File: src/rtl/ps2_pkg.sv
// Shared PS/2 keyboard receiver definitions: scan codes, event entry layout,
// frame FSM encoding and the frame parity helper.
package ps2_pkg;

  localparam logic [7:0] SC_E0    = 8'hE0;
  localparam logic [7:0] SC_F0    = 8'hF0;
  localparam logic [7:0] SC_E1    = 8'hE1;
  localparam logic [7:0] SC_LEFT  = 8'h6B;
  localparam logic [7:0] SC_DOWN  = 8'h72;
  localparam logic [7:0] SC_RIGHT = 8'h74;
  localparam logic [7:0] SC_UP    = 8'h75;

  localparam int EVT_W = 10;

  typedef enum logic [1:0] {
    ST_IDLE  = 2'd0,
    ST_SHIFT = 2'd1,
    ST_CHECK = 2'd2
  } ps2_state_e;

  typedef struct packed {
    logic       ext;
    logic       brk;
    logic [7:0] code;
  } ps2_evt_t;

  // Odd parity: data bits plus parity bit must contain an odd number of ones.
  function automatic logic odd_parity_ok(input logic [7:0] data, input logic par);
    return ^{data, par};
  endfunction

endpackage

File: src/rtl/sync_fifo.sv
// Show-ahead synchronous FIFO; a write into a full FIFO is dropped unless a
// pop frees a slot in the same cycle.
module sync_fifo #(
  parameter int WIDTH = 10,
  parameter int DEPTH = 8
) (
  input  logic                     clk_i,
  input  logic                     rst_i,
  input  logic                     wr_en_i,
  input  logic [WIDTH-1:0]         wr_data_i,
  input  logic                     rd_en_i,
  output logic                     rd_valid_o,
  output logic [WIDTH-1:0]         rd_data_o,
  output logic [$clog2(DEPTH):0]   count_o,
  output logic                     drop_o
);

  localparam int AW = $clog2(DEPTH);
  localparam int CW = AW + 1;

  logic [WIDTH-1:0] mem_q [DEPTH];
  logic [AW-1:0]    wr_ptr_q, rd_ptr_q;
  logic [CW-1:0]    count_q, count_d;
  logic             empty_s, full_s, push_s, pop_s;

  always_comb begin
    empty_s = (count_q == '0);
    full_s  = (count_q == CW'(DEPTH));
    pop_s   = rd_en_i & ~empty_s;
    push_s  = wr_en_i & (~full_s | pop_s);
    drop_o  = wr_en_i & full_s & ~pop_s;
    count_d = count_q;
    case ({push_s, pop_s})
      2'b10:   count_d = count_q + 1'b1;
      2'b01:   count_d = count_q - 1'b1;
      default: count_d = count_q;
    endcase
  end

  always_ff @(posedge clk_i) begin
    if (push_s) mem_q[wr_ptr_q] <= wr_data_i;
  end

  // Pointers wrap naturally because DEPTH is a power of two.
  always_ff @(posedge clk_i) begin
    if (rst_i) begin
      wr_ptr_q <= '0;
      rd_ptr_q <= '0;
      count_q  <= '0;
    end else begin
      if (push_s) wr_ptr_q <= wr_ptr_q + 1'b1;
      if (pop_s)  rd_ptr_q <= rd_ptr_q + 1'b1;
      count_q <= count_d;
    end
  end

  assign rd_valid_o = ~empty_s;
  assign rd_data_o  = empty_s ? '0 : mem_q[rd_ptr_q];
  assign count_o    = count_q;

endmodule

File: src/rtl/ps2_key_rx.sv
// PS/2 keyboard receiver: synchronise and de-glitch the bus, deframe bytes,
// fold E0/F0 prefixes into flags and queue key events in a FIFO.
module ps2_key_rx
  import ps2_pkg::*;
#(
  parameter int FILTER_LEN  = 8,
  parameter int FIFO_DEPTH  = 8,
  parameter int TIMEOUT_CYC = 10000
) (
  input  logic                          CLOCK_50,
  input  logic                          reset,
  input  logic                          ps2_clk,
  input  logic                          ps2_dat,
  input  logic                          rd_en,
  output logic                          rd_valid,
  output logic [7:0]                    rd_code,
  output logic                          rd_ext,
  output logic                          rd_break,
  output logic [$clog2(FIFO_DEPTH):0]   count,
  output logic                          parity_err,
  output logic                          frame_err,
  output logic                          overflow
);

  localparam int FW = $clog2(FILTER_LEN);
  localparam int TW = $clog2(TIMEOUT_CYC);

  logic            clk_s1_q, clk_s2_q, dat_s1_q, dat_s2_q;
  logic            filt_q, filt_d, filt_prev_q, fall_s;
  logic [FW-1:0]   flt_cnt_q, flt_cnt_d;
  ps2_state_e      state_q, state_d;
  logic [9:0]      sh_q, sh_d;
  logic [3:0]      bit_q, bit_d;
  logic [TW-1:0]   to_q, to_d;
  logic            ext_q, ext_d, brk_q, brk_d;
  logic            perr_s, ferr_s, push_s, drop_s;
  logic            perr_q, ferr_q, ovf_q;
  ps2_evt_t        evt_s, head_s;
  logic [EVT_W-1:0] head_bits_s;

  // Filtered clock flips only after FILTER_LEN consecutive disagreeing samples.
  always_comb begin
    filt_d    = filt_q;
    flt_cnt_d = '0;
    if (clk_s2_q == filt_q) begin
      flt_cnt_d = '0;
    end else if (flt_cnt_q == FW'(FILTER_LEN - 1)) begin
      filt_d    = clk_s2_q;
      flt_cnt_d = '0;
    end else begin
      flt_cnt_d = flt_cnt_q + 1'b1;
    end
  end

  assign fall_s = filt_prev_q & ~filt_q;

  always_comb begin
    state_d = state_q;
    sh_d    = sh_q;
    bit_d   = bit_q;
    to_d    = to_q;
    ext_d   = ext_q;
    brk_d   = brk_q;
    perr_s  = 1'b0;
    ferr_s  = 1'b0;
    push_s  = 1'b0;
    evt_s   = {ext_q, brk_q, sh_q[7:0]};
    case (state_q)
      ST_IDLE: begin
        if (fall_s && !dat_s2_q) begin
          state_d = ST_SHIFT;
          sh_d    = '0;
          bit_d   = '0;
          to_d    = '0;
        end else begin
          state_d = ST_IDLE;
        end
      end
      ST_SHIFT: begin
        if (fall_s) begin
          sh_d = {dat_s2_q, sh_q[9:1]};
          to_d = '0;
          if (bit_q == 4'd9) begin
            state_d = ST_CHECK;
            bit_d   = '0;
          end else begin
            bit_d = bit_q + 4'd1;
          end
        end else if (to_q == TW'(TIMEOUT_CYC - 1)) begin
          state_d = ST_IDLE;
          ferr_s  = 1'b1;
          ext_d   = 1'b0;
          brk_d   = 1'b0;
          to_d    = '0;
          bit_d   = '0;
        end else begin
          to_d = to_q + 1'b1;
        end
      end
      ST_CHECK: begin
        // sh_q holds {stop, parity, data[7:0]} after ten LSB-first shifts.
        state_d = ST_IDLE;
        if (!sh_q[9]) begin
          ferr_s = 1'b1;
          ext_d  = 1'b0;
          brk_d  = 1'b0;
        end else if (!odd_parity_ok(sh_q[7:0], sh_q[8])) begin
          perr_s = 1'b1;
          ext_d  = 1'b0;
          brk_d  = 1'b0;
        end else if (sh_q[7:0] == SC_E0) begin
          ext_d = 1'b1;
        end else if (sh_q[7:0] == SC_F0) begin
          brk_d = 1'b1;
        end else begin
          push_s = 1'b1;
          ext_d  = 1'b0;
          brk_d  = 1'b0;
        end
      end
      default: state_d = ST_IDLE;
    endcase
  end

  // Bus idles high, so synchronisers and filter reset to 1.
  always_ff @(posedge CLOCK_50) begin
    if (reset) begin
      clk_s1_q    <= 1'b1;
      clk_s2_q    <= 1'b1;
      dat_s1_q    <= 1'b1;
      dat_s2_q    <= 1'b1;
      filt_q      <= 1'b1;
      filt_prev_q <= 1'b1;
      flt_cnt_q   <= '0;
      state_q     <= ST_IDLE;
      sh_q        <= '0;
      bit_q       <= '0;
      to_q        <= '0;
      ext_q       <= 1'b0;
      brk_q       <= 1'b0;
      perr_q      <= 1'b0;
      ferr_q      <= 1'b0;
      ovf_q       <= 1'b0;
    end else begin
      clk_s1_q    <= ps2_clk;
      clk_s2_q    <= clk_s1_q;
      dat_s1_q    <= ps2_dat;
      dat_s2_q    <= dat_s1_q;
      filt_q      <= filt_d;
      filt_prev_q <= filt_q;
      flt_cnt_q   <= flt_cnt_d;
      state_q     <= state_d;
      sh_q        <= sh_d;
      bit_q       <= bit_d;
      to_q        <= to_d;
      ext_q       <= ext_d;
      brk_q       <= brk_d;
      perr_q      <= perr_s;
      ferr_q      <= ferr_s;
      ovf_q       <= ovf_q | drop_s;
    end
  end

  sync_fifo #(
    .WIDTH(EVT_W),
    .DEPTH(FIFO_DEPTH)
  ) u_fifo (
    .clk_i      (CLOCK_50),
    .rst_i      (reset),
    .wr_en_i    (push_s),
    .wr_data_i  (evt_s),
    .rd_en_i    (rd_en),
    .rd_valid_o (rd_valid),
    .rd_data_o  (head_bits_s),
    .count_o    (count),
    .drop_o     (drop_s)
  );

  assign head_s     = head_bits_s;
  assign rd_code    = head_s.code;
  assign rd_ext     = head_s.ext;
  assign rd_break   = head_s.brk;
  assign parity_err = perr_q;
  assign frame_err  = ferr_q;
  assign overflow   = ovf_q;

endmodule

File: config.mk
export PLATFORM = sky130hd
export DESIGN_NAME = ps2_key_rx
export DESIGN_NICKNAME = d
export VERILOG_FILES = /design/src/rtl/ps2_pkg.sv /design/src/rtl/sync_fifo.sv /design/src/rtl/ps2_key_rx.sv
export SDC_FILE = /design/constraint.sdc
export NUM_CORES = 1
export LEC_CHECK = 0
export BUFFER_PORTS_ARGS = -buffer_cell sky130_fd_sc_hd__buf_2
export CORE_MARGIN = 3
export CORE_UTILIZATION = 44
export CTS_BUF_LIST = sky130_fd_sc_hd__clkbuf_2
export DETAILED_ROUTE_END_ITERATION = 10
export HOLD_SLACK_MARGIN = 0.06
export SYNTH_ARGS = -nofsm -noshare
export SYNTH_HDL_FRONTEND = slang
export SYNTH_HIERARCHICAL = 1
export SYNTH_SLANG_ARGS = --single-unit
export TNS_END_PERCENT = 30
File: constraint.sdc
create_clock -name CLOCK_50 -period 6.6 [get_ports CLOCK_50]
set_clock_uncertainty 0.1 [all_clocks]
set_input_delay 1.32 -clock CLOCK_50 [delete_from_list [all_inputs] [get_ports CLOCK_50]]
set_output_delay 1.32 -clock CLOCK_50 [all_outputs]
set_load 0.005 [all_outputs]
==> results of run 1 <==
[synthesized netlist by cell type, drive strengths merged, types with 2 or more instances]
cell	n	area, sq um
or4	3	22.52
nor4	9	71.32
inv	10	37.54
mux4	20	450.4
nand3	10	50.05
nand2b	5	31.28
nor3	12	60.06
dfxtp	57	1141
and2	2	12.51
nor3b	4	30.03
buf	8	45.04
nor2	60	225.2
clkbuf	9	33.78
xor2	10	87.58
or3	5	31.28
xnor2	15	131.4
or2	7	43.80
nand4b	3	26.28
o211ai	3	22.52
or4b	3	37.54
ha	11	137.6
mux2i	15	150.1
nand3b	2	15.01
a22oi	10	75.07
nor2b	3	18.77
o21ai	7	50.05
nand2	24	90.09
a21oi	9	45.04
edfxtp	80	2402
and3	2	12.51
[flip-flops by register name, indices dropped and copies added (netlist names), named ones only]
name	flops
u_fifo/count_o	4
brk_q	1
overflow	1
bit_q	4
flt_cnt_q	3
dat_s1_q	1
filt_q	1
u_fifo/wr_ptr_q	3
sh_q	10
frame_err	1
clk_s2_q	1
to_q	14
ext_q	1
state_q	2
filt_prev_q	1
u_fifo/rd_ptr_q	3
u_fifo/mem_q	80
dat_s2_q	1
clk_s1_q	1
parity_err	1
[cell families (layout without fill, tap and decap cells)]
family / after synthesis / count (layout) / synth area share
AO/OA/AOI/OAI: 41 / 41 / 0.05286
adder cells (fa/ha/maj): 11 / 11 / 0.02373
multiplexers: 36 / 36 / 0.1055
AND/OR/NAND/NOR: 158 / 158 / 0.1411
buffers and inverters: 27 / 71 / 0.02006
flip-flops: 137 / 137 / 0.6110
XOR/XNOR: 27 / 27 / 0.04574
[metal layers]
layer  track usage  vias to the layer above  wire length [um]
met4       0.05949                        0                99
met2        0.2330                       57              4978
met1        0.2246                     1697              5165
met5             0                        -                 0
met3       0.04490                        6               345
li1              -                     1692                 -
[worst max-delay path, stage by stage, from the launching register on]
cell	delay [ns]
dfxtp_1	0.82
buf_4	0.38
mux4_2	0.54
mux2i_1	0.21
nor2_1	0.07
buf_2	0.13
[per-stage QoR]
stage	util	setup WS (ns)	cell area (sq um)	hold slack (ns)	cells
final	0.4990	2.351	6374	0.3334	653
after global routing	0.4990	2.001	6374	0.3480	653
after CTS	0.4990	2.151	6374	0.3361	653
after detailed placement	0.4784	2.848	6111	0.2960	621
after global placement	0.4784	2.959	6111	0.2934	621
after floorplan	-	3.078	5799	0.2895	437
[layout make-up]
type                            count  area [sq um]  share of cell area
Sequential cell                   137          3543              0.5559
Inverter                           10         37.54            0.005889
Timing Repair Buffer               29         162.7             0.02552
Clock buffer                       18         90.09             0.01413
Clock inverter                     14         172.7             0.02709
Tap cell                          172         215.2             0.03377
Multi-Input combinational cell    273          2152              0.3377
[final timing paths]
check / from / end / slack [ns] / depth (start not counted)
setup / recovery: register / rd_code[6] / 2.35 / 5
hold / removal: clk_s1_q / clk_s2_q / 0.33 / 1
setup reg to reg: sh_q[4] / u_fifo/mem_q[6][5] / 2.83 / 7
hold reg to reg: clk_s1_q / clk_s2_q / 0.33 / 1
[power by group through the flow]
stage               Sequential [uW]  Combinational (uW)  Clock (uW)
floorplan                       936                 220           0
global placement                976                 268           0
detailed placement              976                 269           0
CTS                             958                 270         547
global route                    965                 288         589
finish                          955                 263         527
[placed cells by master (no fill, tap or decap), types with 6 or more instances in the layout]
master	instances
mux2i_1	15
a22oi_1	10
inv_1	10
buf_2	22
dfxtp_1	57
a21oi_1	9
clkbuf_2	18
nand3_1	10
xor2_1	10
xnor2_1	15
buf_4	7
or2_2	6
nor2_1	60
edfxtp_1	80
mux4_2	20
nor3_1	12
nor4_1	6
ha_1	11
nand2_1	24
==> impl_metrics.json, run 1 <==
{
  "syn_avg_cell_area_sq_um": 13.27,
  "synth_ff_type": "edfxtp_1",
  "grt_pass1_wl_mm": 17.62,
  "seq_power_share": 0.547,
  "slew_headroom": 0.2874,
  "worstSetupStartpointType": "register",
  "die_w_um": 120.8,
  "dp_hpwl_mm": 6.849,
  "fillers": 1115,
  "sw_frac_of_total": 0.2720,
  "numCtsBuffers": 17,
  "vdd_ir_drop_max_uv": 151.7,
  "p_sw_uw": 474.7,
  "remaining_drc_errors": 0,
  "max_freq_mhz": 235.3,
  "finalMaxSlewViolations": 0,
  "drive_gt1_frac": 0.1996,
  "final.min_clock_period_ns": 4.249,
  "path_clk_slew_ns": 0.19,
  "io_pins": 23,
  "p_int_uw": 1271,
  "clockBufferDepth": 2,
  "clk_latency_ns": 0.68,
  "core_area_sq_um": 12770,
  "synth_edf_count": 80,
  "antenna_cells": 0,
  "initial_utilization": 0.4540,
  "required_ns": 5.18,
  "synth_area_sq_um": 5799,
  "ys_ff_latch": 137,
  "cts-root-buf": "clkbuf_2",
  "path_max_fanout": 11,
  "grt_max_degree": 45,
  "gp_congestion": 0.7733,
  "gr-total-overflow": 0,
  "grt_pass1_vias": 3367,
  "antenna_found_initial": 0,
  "nNetsFinal": 484,
  "fp-row-count": 41,
  "numPortBuffers": 22,
  "fp.dieH_um": 120.8,
  "dieArea_sq_um": 14590,
  "cts_resized": 0,
  "p_leak_uw": 0.002192,
  "vias": 3452,
  "final.setup.tns_ns": 0,
  "path_class": "register to primary output",
  "finalHoldViolCount": 0,
  "hp-class": "register to register",
  "synth_cells": 437,
  "rsz0062_at_grt": "false",
  "seq_area_frac_synth": 0.6110,
  "area_growth_pct": 9.903,
  "yosysWarnings": 6,
  "routedWlPerCell_um": 16.21,
  "crit_path_end_kind": "primary output",
  "power_uw": 1745,
  "drt-total-wl_mm": 10.59,
  "status": "finished clean",
  "dr.pass1.iters": 4,
  "cts_hold_buf": 0,
  "syn_nets": 453,
  "clockPowerShare": 0.302,
  "setup_viol": 0,
  "cts_tree": "done",
  "ys_types": 57,
  "cp_data_arrival_time_ns": 2.83,
  "synthArstFlopShare": 0,
  "min_period_over_period": 0.6438,
  "powerDensity_nw_per_um2": 273.9,
  "postCtsSetupBuffers": 0,
  "viasPerCell": 5.286,
  "track_usage": 0.1585,
  "cts_sinks": 137,
  "worst_slew_pin_slew_ns": 1.065,
  "final_antenna_net_count": 0,
  "cap_viol_max_count": 0,
  "combPwrFrac": 0.151,
  "htree_num_levels": 4,
  "drtIter0Drc": 197
}
(Power assumes the default switching activity.)
==> inputs of run 2 (changes only) <==
--- a/config.mk
+++ b/config.mk
@@ -5,6 +5,7 @@
 export SDC_FILE = /design/constraint.sdc
 export NUM_CORES = 1
 export LEC_CHECK = 0
+export ABC_AREA = 1
 export BUFFER_PORTS_ARGS = -buffer_cell sky130_fd_sc_hd__buf_2
 export CORE_MARGIN = 3
 export CORE_UTILIZATION = 44
==> constraint.sdc (replaced) <==
create_clock -name CLOCK_50 -period 4.1 [get_ports CLOCK_50]
set_clock_uncertainty 0.1 [all_clocks]
set_input_delay 0.82 -clock CLOCK_50 [delete_from_list [all_inputs] [get_ports CLOCK_50]]
set_output_delay 0.82 -clock CLOCK_50 [all_outputs]
set_load 0.005 [all_outputs]
==> impl_metrics.json, run 2 <==
{
  "finalHoldViolCount": 0,
  "slowest_stage": "inv_1",
  "core_area_sq_um": 12930,
  "seq_power_share": 0.483,
  "cp_data_arrival_time_ns": 2.64,
  "die_w_um": 122.6,
  "required_ns": 3.18,
  "crit_family": "buffers and inverters",
  "cap_viol_max_count": 0,
  "drtIter0Drc": 304,
  "path_max_fanout": 21,
  "antenna_found_initial": 1,
  "routedWlPerCell_um": 14.59,
  "max_freq_mhz": 280.6,
  "largest_reg_flops": 80,
  "whs_endpoint": "clk_s1_q",
  "min_period_over_period": 0.8693,
  "cts_sinks": 137,
  "synth_area_sq_um": 5979,
  "dr.pass1.iters": 4,
  "final_design_area_no_fill_sq_um": 6509,
  "clk_latency_ns": 0.68,
  "dp_hpwl_mm": 8.213,
  "final.setup.tns_ns": 0,
  "crit_buf_inv": 3,
  "grt_pass1_wl_mm": 20.51,
  "worst_slew_pin_slew_ns": 0.9386,
  "combPwrFrac": 0.266,
  "worstSetupStartpointType": "register",
  "fp-row-count": 41,
  "vdd_ir_drop_max_uv": 225.5,
  "regToRegEndpoint": "u_fifo/mem_q[1][8]",
  "layout_commonest_cell": "nor2_1",
  "clockBufferDepth": 2,
  "synth_cells": 635,
  "final_antenna_net_count": 0,
  "worstPathCellList": "buf_4, inv_1, o21ai_0, o22ai_1, o21ai_0, a31oi_1, buf_2",
  "remaining_drc_errors": 0,
  "final_cell_mix": "nor2_1, nand2_1, edfxtp_1, dfxtp_1, o21ai_0",
  "numPortBuffers": 22,
  "critPathMaxStageDelay_ns": 0.48,
  "drt-total-wl_mm": 12.40,
  "synth_edf_count": 80,
  "vias": 4291,
  "worstHoldPathCells": 2,
  "ys_types": 42,
  "path_class": "register to primary output",
  "path_clk_slew_ns": 0.21,
  "gr-total-overflow": 0,
  "seq_area_frac_synth": 0.5926,
  "drive_gt1_frac": 0.1536,
  "crit_top_cell": "o21ai_0",
  "final.min_clock_period_ns": 3.564,
  "grt_pass1_vias": 4115,
  "cts_resized": 0,
  "dieArea_sq_um": 15020,
  "p_int_uw": 2050,
  "area_growth_pct": 8.851,
  "numCtsBuffers": 17,
  "sw_frac_of_total": 0.3455,
  "fillers": 1265,
  "yosysWarnings": 6,
  "initial_utilization": 0.4625,
  "synthArstFlopShare": 0,
  "ys_ff_latch": 137,
  "grt_max_degree": 41,
  "reg2regPathDepth": 12,
  "hp-class": "input pin to register",
  "yosysMostFrequentCell": "nor2_1",
  "viasPerCell": 5.048,
  "synth_common_cells": "nor2_1, nand2_1, edfxtp_1",
  "hold_ws_ns": 0.1986,
  "synth_top_area_frac": 0.4018,
  "synth_largest_area_cell": "edfxtp_1",
  "rrSetupSlack_ns": 0.99,
  "r2r_start": "sh_q[6]",
  "place_area_sq_um": 6269,
  "htree_num_levels": 4,
  "p_leak_uw": 0.002390,
  "powerDensity_nw_per_um2": 481.3,
  "worstHoldStart": "ps2_clk",
  "reg_top3": "u_fifo/mem_q (80), to_q (14), sh_q (10)",
  "syn_avg_cell_area_sq_um": 9.417,
  "track_usage": 0.1790,
  "setup_viol": 0,
  "cts_tree": "done",
  "fp.dieH_um": 122.6,
  "postCtsSetupBuffers": 0,
  "nNetsFinal": 680,
  "io_pins": 23,
  "top_register": "u_fifo/mem_q",
  "clockPowerShare": 0.250,
  "status": "finished clean",
  "netlist_top_cells_area": "edfxtp_1, dfxtp_1, nor2_1, nand2_1, o21ai_0",
  "synth_ff_type": "edfxtp_1",
  "slew_headroom": 0.3720,
  "rsz0062_at_grt": "false",
  "crit_path_end_kind": "primary output",
  "syn_nets": 651,
  "p_sw_uw": 1082,
  "gp_congestion": 0.8549,
  "cts-root-buf": "clkbuf_2",
  "finalMaxSlewViolations": 0,
  "cts_hold_buf": 0
}
run 2: metal layers:
metal / up-vias / wire (um) / track usage
met5: - / 0 / 0
met4: 0 / 257 / 0.08048
met3: 14 / 572 / 0.04147
met2: 85 / 5957 / 0.2865
met1: 1986 / 5615 / 0.2324
li1: 2206 / - / -
run 2: logic make-up (layout without fill, tap and decap cells):
kind of cell / Yosys count / in the layout / synth area share
compound gates: 118 / 118 / 0.1103
other cells: 0 / 1 / 0
flops: 137 / 137 / 0.5926
buf+inv: 81 / 123 / 0.05398
simple gates: 283 / 283 / 0.2128
xor+xnor: 5 / 5 / 0.007325
fa+ha+maj: 11 / 11 / 0.02302
run 2: area by class of cell:
class                   count  area, sq um  area share
inverters                  63        241.5     0.03710
multi-input cells         417         2113      0.3247
repair buffers             28        155.1     0.02384
clock inverters            14        147.6     0.02268
clock buffers              18        90.09     0.01384
well taps                 172        215.2     0.03306
flip-flops and latches    137         3543      0.5444
diodes                      1        2.502   0.0003845
run 2: through the flow:
step | cells | util | setup slack [ns] | power, uW
floorplan | 635 | - | 1.564 | 2107
global placement | 817 | 0.4849 | 1.048 | 2376
detailed placement | 817 | 0.4849 | 0.9342 | 2392
CTS | 849 | 0.5033 | 0.4251 | 3183
global route | 850 | 0.5035 | 0.3645 | 3334
finish | 850 | 0.5035 | 0.5357 | 3133
run 2: power groups by stage:
stage                     registers (uW)  logic (uW)  clock network (uW)
final                               1510         834                 784
after CTS                           1520         846                 821
after global routing                1520         933                 878
after detailed placement            1540         847                   0
after floorplan                     1540         566                   0
after global placement              1540         832                   0
run 2: worst max-delay path by stage:
stage                              end  slack (ns)  cells past startpoint
global placement    u_fifo/mem_q[1][5]        1.05                     12
finish                      rd_code[7]        0.54                      7
floorplan           u_fifo/mem_q[0][0]        1.56                     14
global route                rd_code[5]        0.36                      7
detailed placement  u_fifo/mem_q[1][9]        0.93                     12
CTS                           rd_break        0.43                      7
